<file path="src/rtl/cpu_pkg.sv">
// Shared MIPS datapath constants and the fetch sequencer state encoding.
package cpu_pkg;

    localparam logic [31:0] RESET_PC   = 32'h0000_0000;
    localparam int          IMEM_WORDS = 128;
    localparam logic [31:0] HALT_WORD  = 32'h0000_000C;

    typedef enum logic [1:0] {
        RUN   = 2'd0,
        DRAIN = 2'd1,
        HALT  = 2'd2,
        FAULT = 2'd3
    } fetch_state_e;

endpackage

</file>
<file path="src/rtl/fetch_sequencer.sv">
// Owns the program counter, addresses instruction memory and registers each
// fetched word for decode; handles stall, redirect, halt and address faults.
module fetch_sequencer #(
    parameter logic [31:0] RESET_PC   = cpu_pkg::RESET_PC,
    parameter int          IMEM_WORDS = cpu_pkg::IMEM_WORDS,
    parameter logic [31:0] HALT_WORD  = cpu_pkg::HALT_WORD,
    parameter int          CNT_W      = 16
) (
    input  logic             Clk,
    input  logic             Rst,
    input  logic             Stall,
    input  logic             Redirect,
    input  logic [31:0]      RedirectPC,
    output logic [31:0]      ImemAddress,
    input  logic [31:0]      ImemInstruction,
    output logic [31:0]      IfInstruction,
    output logic [31:0]      IfPC,
    output logic             IfValid,
    output logic             Halted,
    output logic             Fault,
    output logic [CNT_W-1:0] FetchCount
);
    import cpu_pkg::*;

    localparam logic [31:0] IMEM_BYTES = 32'(IMEM_WORDS * 4);

    fetch_state_e state;
    logic [31:0]  pc;

    function automatic logic addr_ok(input logic [31:0] addr);
        return (addr[1:0] == 2'b00) && (addr < IMEM_BYTES);
    endfunction

    assign ImemAddress = pc;

    // A redirect may arrive while draining: an older branch resolving ahead of the halt.
    always_ff @(posedge Clk or negedge Rst) begin
        if (!Rst) begin
            state         <= RUN;
            pc            <= RESET_PC;
            IfInstruction <= '0;
            IfPC          <= '0;
            IfValid       <= 1'b0;
            Halted        <= 1'b0;
            Fault         <= 1'b0;
            FetchCount    <= '0;
        end else begin
            case (state)
                RUN, DRAIN: begin
                    if (Redirect) begin
                        pc      <= RedirectPC;
                        IfValid <= 1'b0;
                        if (!addr_ok(RedirectPC)) begin
                            state <= FAULT;
                            Fault <= 1'b1;
                        end else begin
                            state <= RUN;
                        end
                    end else if (state == DRAIN) begin
                        if (IfValid && !Stall) begin
                            IfValid <= 1'b0;
                            Halted  <= 1'b1;
                            state   <= HALT;
                        end
                    end else if (!(IfValid && Stall)) begin
                        if (pc >= IMEM_BYTES) begin
                            state   <= FAULT;
                            Fault   <= 1'b1;
                            IfValid <= 1'b0;
                        end else begin
                            IfInstruction <= ImemInstruction;
                            IfPC          <= pc;
                            IfValid       <= 1'b1;
                            if (FetchCount != '1)
                                FetchCount <= FetchCount + CNT_W'(1);
                            // The halt word is delivered but the PC stays on it.
                            if (ImemInstruction == HALT_WORD)
                                state <= DRAIN;
                            else
                                pc <= pc + 32'd4;
                        end
                    end
                end
                default: ;
            endcase
        end
    end

endmodule

</file>
<file path="config.mk">
export PLATFORM = sky130hd
export DESIGN_NAME = fetch_sequencer
export DESIGN_NICKNAME = d
export VERILOG_FILES = /design/src/rtl/cpu_pkg.sv /design/src/rtl/fetch_sequencer.sv
export SDC_FILE = /design/constraint.sdc
export NUM_CORES = 1
export LEC_CHECK = 0
export ABC_AREA = 1
export BUFFER_PORTS_ARGS = -buffer_cell sky130_fd_sc_hd__clkbuf_2
export CORE_ASPECT_RATIO = 0.8
export CORE_UTILIZATION = 31
export DETAILED_ROUTE_END_ITERATION = 10
export RECOVER_POWER = 50
export SYNTH_ARGS = -nofsm -noshare
export SYNTH_HDL_FRONTEND = slang
export SYNTH_SLANG_ARGS = --single-unit
</file>
<file path="constraint.sdc">
create_clock -name Clk -period 2.01 [get_ports Clk]
set_input_delay 0.1005 -clock Clk [delete_from_list [all_inputs] [get_ports Clk]]
set_output_delay 0.1005 -clock Clk [all_outputs]
set_load 0.02 [all_outputs]
</file>
Word level (Yosys, flattened, before mapping)
Cells that the tools add are included.
Widths: inputs -> output; s select.
{"block": "totals", "out_inout_bits": 115, "reg_bits": 117, "in_bits": 68, "elab_cells": 64}
{"block": "op_classes", "muxes": 22, "n_reduce_logical": 16, "n_bitwise": 4, "magnitude_cmp": 2, "add_sub_neg": 2, "n_eq_ne": 10}
{"operator": "$mux 32", "count": 5}
{"operator": "$add 32x3->32 const B", "count": 1}
{"operator": "$eq 32x4->1 const B", "count": 1}
{"operator": "$ge 32x10->1 const B", "count": 1}
{"operator": "$lt 32x10->1 const B", "count": 1}
{"operator": "$add 16x1->16 const B", "count": 1}
{"operator": "$ne 16x16->1 const B", "count": 1}
{"operator": "$reduce_and 5->1", "count": 3}
{"operator": "$mux 2", "count": 7}
{"operator": "$mux 1", "count": 10}
{"operator": "$ne 2x2->1 const B", "count": 5}
{"operator": "$reduce_and 4->1", "count": 2}
{"operator": "$reduce_and 6->1", "count": 1}
{"operator": "$logic_not 2->1", "count": 2}
{"operator": "$not 1->1", "count": 4}
{"operator": "$reduce_bool 4->1", "count": 1}
{"operator": "$logic_and 1x1->1", "count": 3}
{"operator": "$ne 3x2->1 const B", "count": 1}
{"operator": "$ne 3x3->1 const B", "count": 1}
{"operator": "$reduce_and 3->1", "count": 1}
{"operator": "$eq 2x1->1 const B", "count": 1}
{"operator": "$reduce_bool 2->1", "count": 1}
{"operator": "$reduce_or 2->1", "count": 1}
{"operator": "$logic_not 1->1", "count": 1}

Depth between registers and ports, before layout
{"block": "depth", "depth_word": 6, "ltp_mapped": 12, "mapped_depth_nobuf": 11}

Worst setup path before layout
Ideal clock, no wire load.
{"block": "synth_path", "kind": "flip-flop to flip-flop", "from": "register FetchCount[0]", "to": "register FetchCount[3]", "t_arrival_ps": 1723, "slack_ps": 169, "stages_incl_launch_ff": 11, "setup_ps": 118, "required_time_ps": 1892, "synth_period_minus_slack_ps": 1841, "cell_sequence": "dfrtp_1 > ha_1 > nand3_1 > inv_1 > nand2_1 > o21ai_1 > nor2_1 > nand2_2 > buf_2 > nand2_1 > nand2_1"}
{"block": "synth_via", "elab_chain_cells": 2}
{"item": "from (decl)", "line": "fetch_sequencer.sv:21", "source": "output logic [CNT_W-1:0] FetchCount"}
{"item": "from (signal assigned)", "line": "fetch_sequencer.sv:75", "source": "FetchCount <= FetchCount + CNT_W'(1);"}
{"item": "branches (longest 2 deep; another with $add 16x1->16)"}
Several ways; the timed one is not identified.
A chain may end at the register's enable or synchronous reset.

Final worst setup path
{"block": "layout_path", "from": "register pc[2], in the netlist ImemAddress[2]", "to": "register pc[20], in the netlist ImemAddress[20]"}
{"block": "layout_via", "elab_chain_cells": 6}
{"item": "from (decl)", "line": "fetch_sequencer.sv:28", "source": "logic [31:0] pc;"}
{"item": "from (signal assigned)", "line": "fetch_sequencer.sv:51", "source": "pc <= RedirectPC;"}
{"item": "from (signal assigned)", "line": "fetch_sequencer.sv:80", "source": "pc <= pc + 32'd4;"}
{"item": "$add 32x3->32", "line": "fetch_sequencer.sv:80"}
{"item": "$mux 32", "line": "fetch_sequencer.sv:77", "source": "if (ImemInstruction == HALT_WORD)"}
{"item": "$mux 32", "line": "fetch_sequencer.sv:66", "source": "if (pc >= IMEM_BYTES) begin"}
{"item": "$mux 32", "line": "fetch_sequencer.sv:65", "source": "end else if (!(IfValid && Stall)) begin"}
{"item": "$mux 32", "line": "fetch_sequencer.sv:59", "source": "end else if (state == DRAIN) begin"}
{"item": "$mux 32", "line": "fetch_sequencer.sv:50", "source": "if (Redirect) begin"}
Parallel ways exist; a longest one is shown, timed or not. The select of a mux whose other input is x is not followed.

==> out/results.ini <==
[power_and_ir_drop]
total_power_w=0.00620
clkPwrFrac_pct=52.5
power.switching_fraction_pct=23.4
p_leak_nw=4.27
vdd_drop_max_v=0.000461
power_frac_comb_pct=8.4
internal-power_w=0.00475
powerDensity_mw_per_mm2=757
seqPwrFrac_pct=39.1
power_switching_w=0.00145

[logic_synthesis]
synth_top_area_share_pct=50.1
netlist_area_mm2=0.00584
syn_nets=858
async_flop_share_pct=100
synthCells=787
yosys.area.top_type=dfrtp_1
ys_ff_latch=117
synth.distinct_cells=29
yosys-top-cells-area=dfrtp_1, nand2_1, nor2_1
avgSynthCellArea_um2=7.42
ys_seq_area_share_pct=50.1
yosysWarningCount=0
synth_edf_count=0
synth-main-ff-cell=dfrtp_1

[cells_and_area]
layout-drive-gt1-share_pct=18.7
syn2layout_area_growth_pct=40.2
fillers=1924
multi_input_area_mm2=0.00250
antenna_cells=0
ff_latch_area_mm2=0.00293
final_cell_mix=nand2_1, clkbuf_2, dfrtp_1
finalNetCount=1107
final_area_mm2=0.00819
layout_commonest_cell=nand2_1

[worst_setup_path]
r2r.worst_path.cells=11
critPathKind=flip-flop to flip-flop
timing.rr.end=ImemAddress[20]
startpoint_type=flip-flop
reg2reg_from=ImemAddress[2]
cp_data_arrival_time_ns=2.14
worst_ep_required_time_ns=2.36
rrSetupSlack_ns=0.22
cp_max_fo=4
crit_path_end_kind=flip-flop

[worst_hold_path]
holdCritStartpoint=RedirectPC[17]
hold_class=primary input to flip-flop
holdPathEnd=ImemAddress[17]
whs_path_depth=3

[die]
die-area_mm2=0.0194
boundaryPins=183
initial_utilization_pct=31.9
die_height_um=125
fp.dieW_um=155
row_count=44
core_mm2=0.0183

[timing]
drv_slew=118
whs_ns=0.0209
fin_crit_ns=1.79
fmax_ghz=0.558
relSlewSlack_pct=-3.27
finalHoldViolCount=0
setup_viol=0
layout_worst_path_cycle_share_pct=89.1
fin_tns_setup_ns=0
finalClockSkew_ns=0.00993
tightest_slew_ns=1.55
rsz0062_at_grt=no

[detailed_routing]
drc=0
vias_per_cell=4.49
ant_nets=0
vias=5846
post_drt_wl_per_cell_um=13.6
drtPass1Iterations=5
drt_iter0_drc=471
routed_wl_mm=17.7

[place]
hpwl_mm=12.2
port_buffers=182
dpl-instance-area_mm2=0.00715
place.gp.congestion=0.845

[clocking]
root_buffer=clkbuf_16
post_cts_buffers=0
clockBufferDepth=2
clk_pin_slew_ns=0.06
cts.htree.levels=4
cts.sinks=117
clk_latency_ns=0.41
cts_buffers=17
cts_tree=done

[run_status]
status=complete, but fails checks
violations=capacitance limit, slew limit

[global_routing]
grt_pass1_vias=5605
grt_use_total_pct=19.1
grt_pass1_wl_mm=29.1
grt_max_degree=118
grt_overflow=0
antenna_found_initial=0

[flow_run]
maxCapViolations=1

[synth_stat cells, types with 2 or more instances]
master / number
a21oi_1: 5
buf_1: 3
nor2_2: 3
xnor2_1: 6
nand3b_1: 9
nor3_1: 7
nand3_1: 48
nand4_1: 7
nand2_1: 313
inv_2: 2
o21ai_1: 16
nor3b_1: 2
buf_6: 4
xor2_1: 14
buf_2: 10
dfrtp_1: 117
inv_1: 69
o21ai_0: 18
nor2_1: 113
clkbuf_1: 5
buf_4: 4
ha_1: 3
nand2_2: 3
[area by class of cell]
class / count / area share, %
Timing Repair Buffer: 256 / 18.9
Sequential cell: 117 / 35.8
Clock buffer: 20 / 5.58
Inverter: 72 / 3.30
Multi-Input combinational cell: 572 / 30.5
Clock inverter: 12 / 2.17
Tap cell: 253 / 3.87
[state kept, by name (all words and copies together) (netlist names)]
signal and count:
IfValid 1, IfPC 32, ImemAddress 32, Fault 1, FetchCount 16, state 2, IfInstruction 32, Halted 1
[power groups by stage]
stage	Clock [W]	Sequential [W]	Combinational, W
6_report	0.00325	0.00243	0.000521
5_1_grt	0.00343	0.00243	0.000580
4_1_cts	0.00332	0.00243	0.000527
3_5_place_dp	0	0.00247	0.000451
3_3_place_gp	0	0.00247	0.000452
2_1_floorplan	0	0.00252	0.000151
[worst max path at each step]
stage                     cells after the start            start  slack (ns)                 to
after floorplan                              10    FetchCount[0]        0.17      FetchCount[3]
after global placement                       11   ImemAddress[2]        0.20    ImemAddress[20]
after detailed placement                     11   ImemAddress[2]        0.18    ImemAddress[20]
after CTS                                    11   ImemAddress[2]        0.15    ImemAddress[20]
after global routing                         11  ImemAddress[19]    0.000001  IfInstruction[31]
final                                        11   ImemAddress[2]        0.22    ImemAddress[20]
[per-stage QoR]
step                      util [%]  instances  worst slack (ns)
final                         44.8       1302             0.219
after global routing          44.8       1302        0.00000133
after CTS                     45.2       1302             0.145
after detailed placement      39.1       1222             0.183
after global placement        39.1       1222             0.204
after floorplan                  -        787             0.169
[per-layer routing]
| layer | up-vias | wire, um | part of all wire (%) | track usage, % |
|---|---|---|---|---|
| met5 | - | 0 | 0 | 0 |
| met4 | 0 | 259 | 1.5 | 5.48 |
| met3 | 17 | 1370 | 7.7 | 5.18 |
| met2 | 201 | 7530 | 43 | 28.5 |
| met1 | 2703 | 8560 | 48 | 27.0 |
| li1 | 2925 | - | - | - |
[cells by family after synthesis]
family                     synth area share, %
AOI/OAI and AO/OA                         3.62
xor gates and xnor gates                  3.00
adders and majority gates                0.643
buffers and inverters                     7.29
DFF                                       50.1
and+or+nand+nor                           35.3
[critical path: stages (launching register included)]
cell and delay (ns):
dfrtp_1 0.38, ha_1 0.23, nand2_1 0.09, nor2_1 0.22
nand2_1 0.17, nor2_2 0.20, nand2_1 0.10, nor2_1 0.09
nand3b_1 0.08, nand2_1 0.07, nand2_1 0.05, nand2_1 0.05
[what timing repair did]
item,CTS,global route
hold endpoints to repair,164,0
resized for setup,0,3
hold buffers,48,0
setup endpoints to repair,0,17
Power figures use the tool's default switching activity.
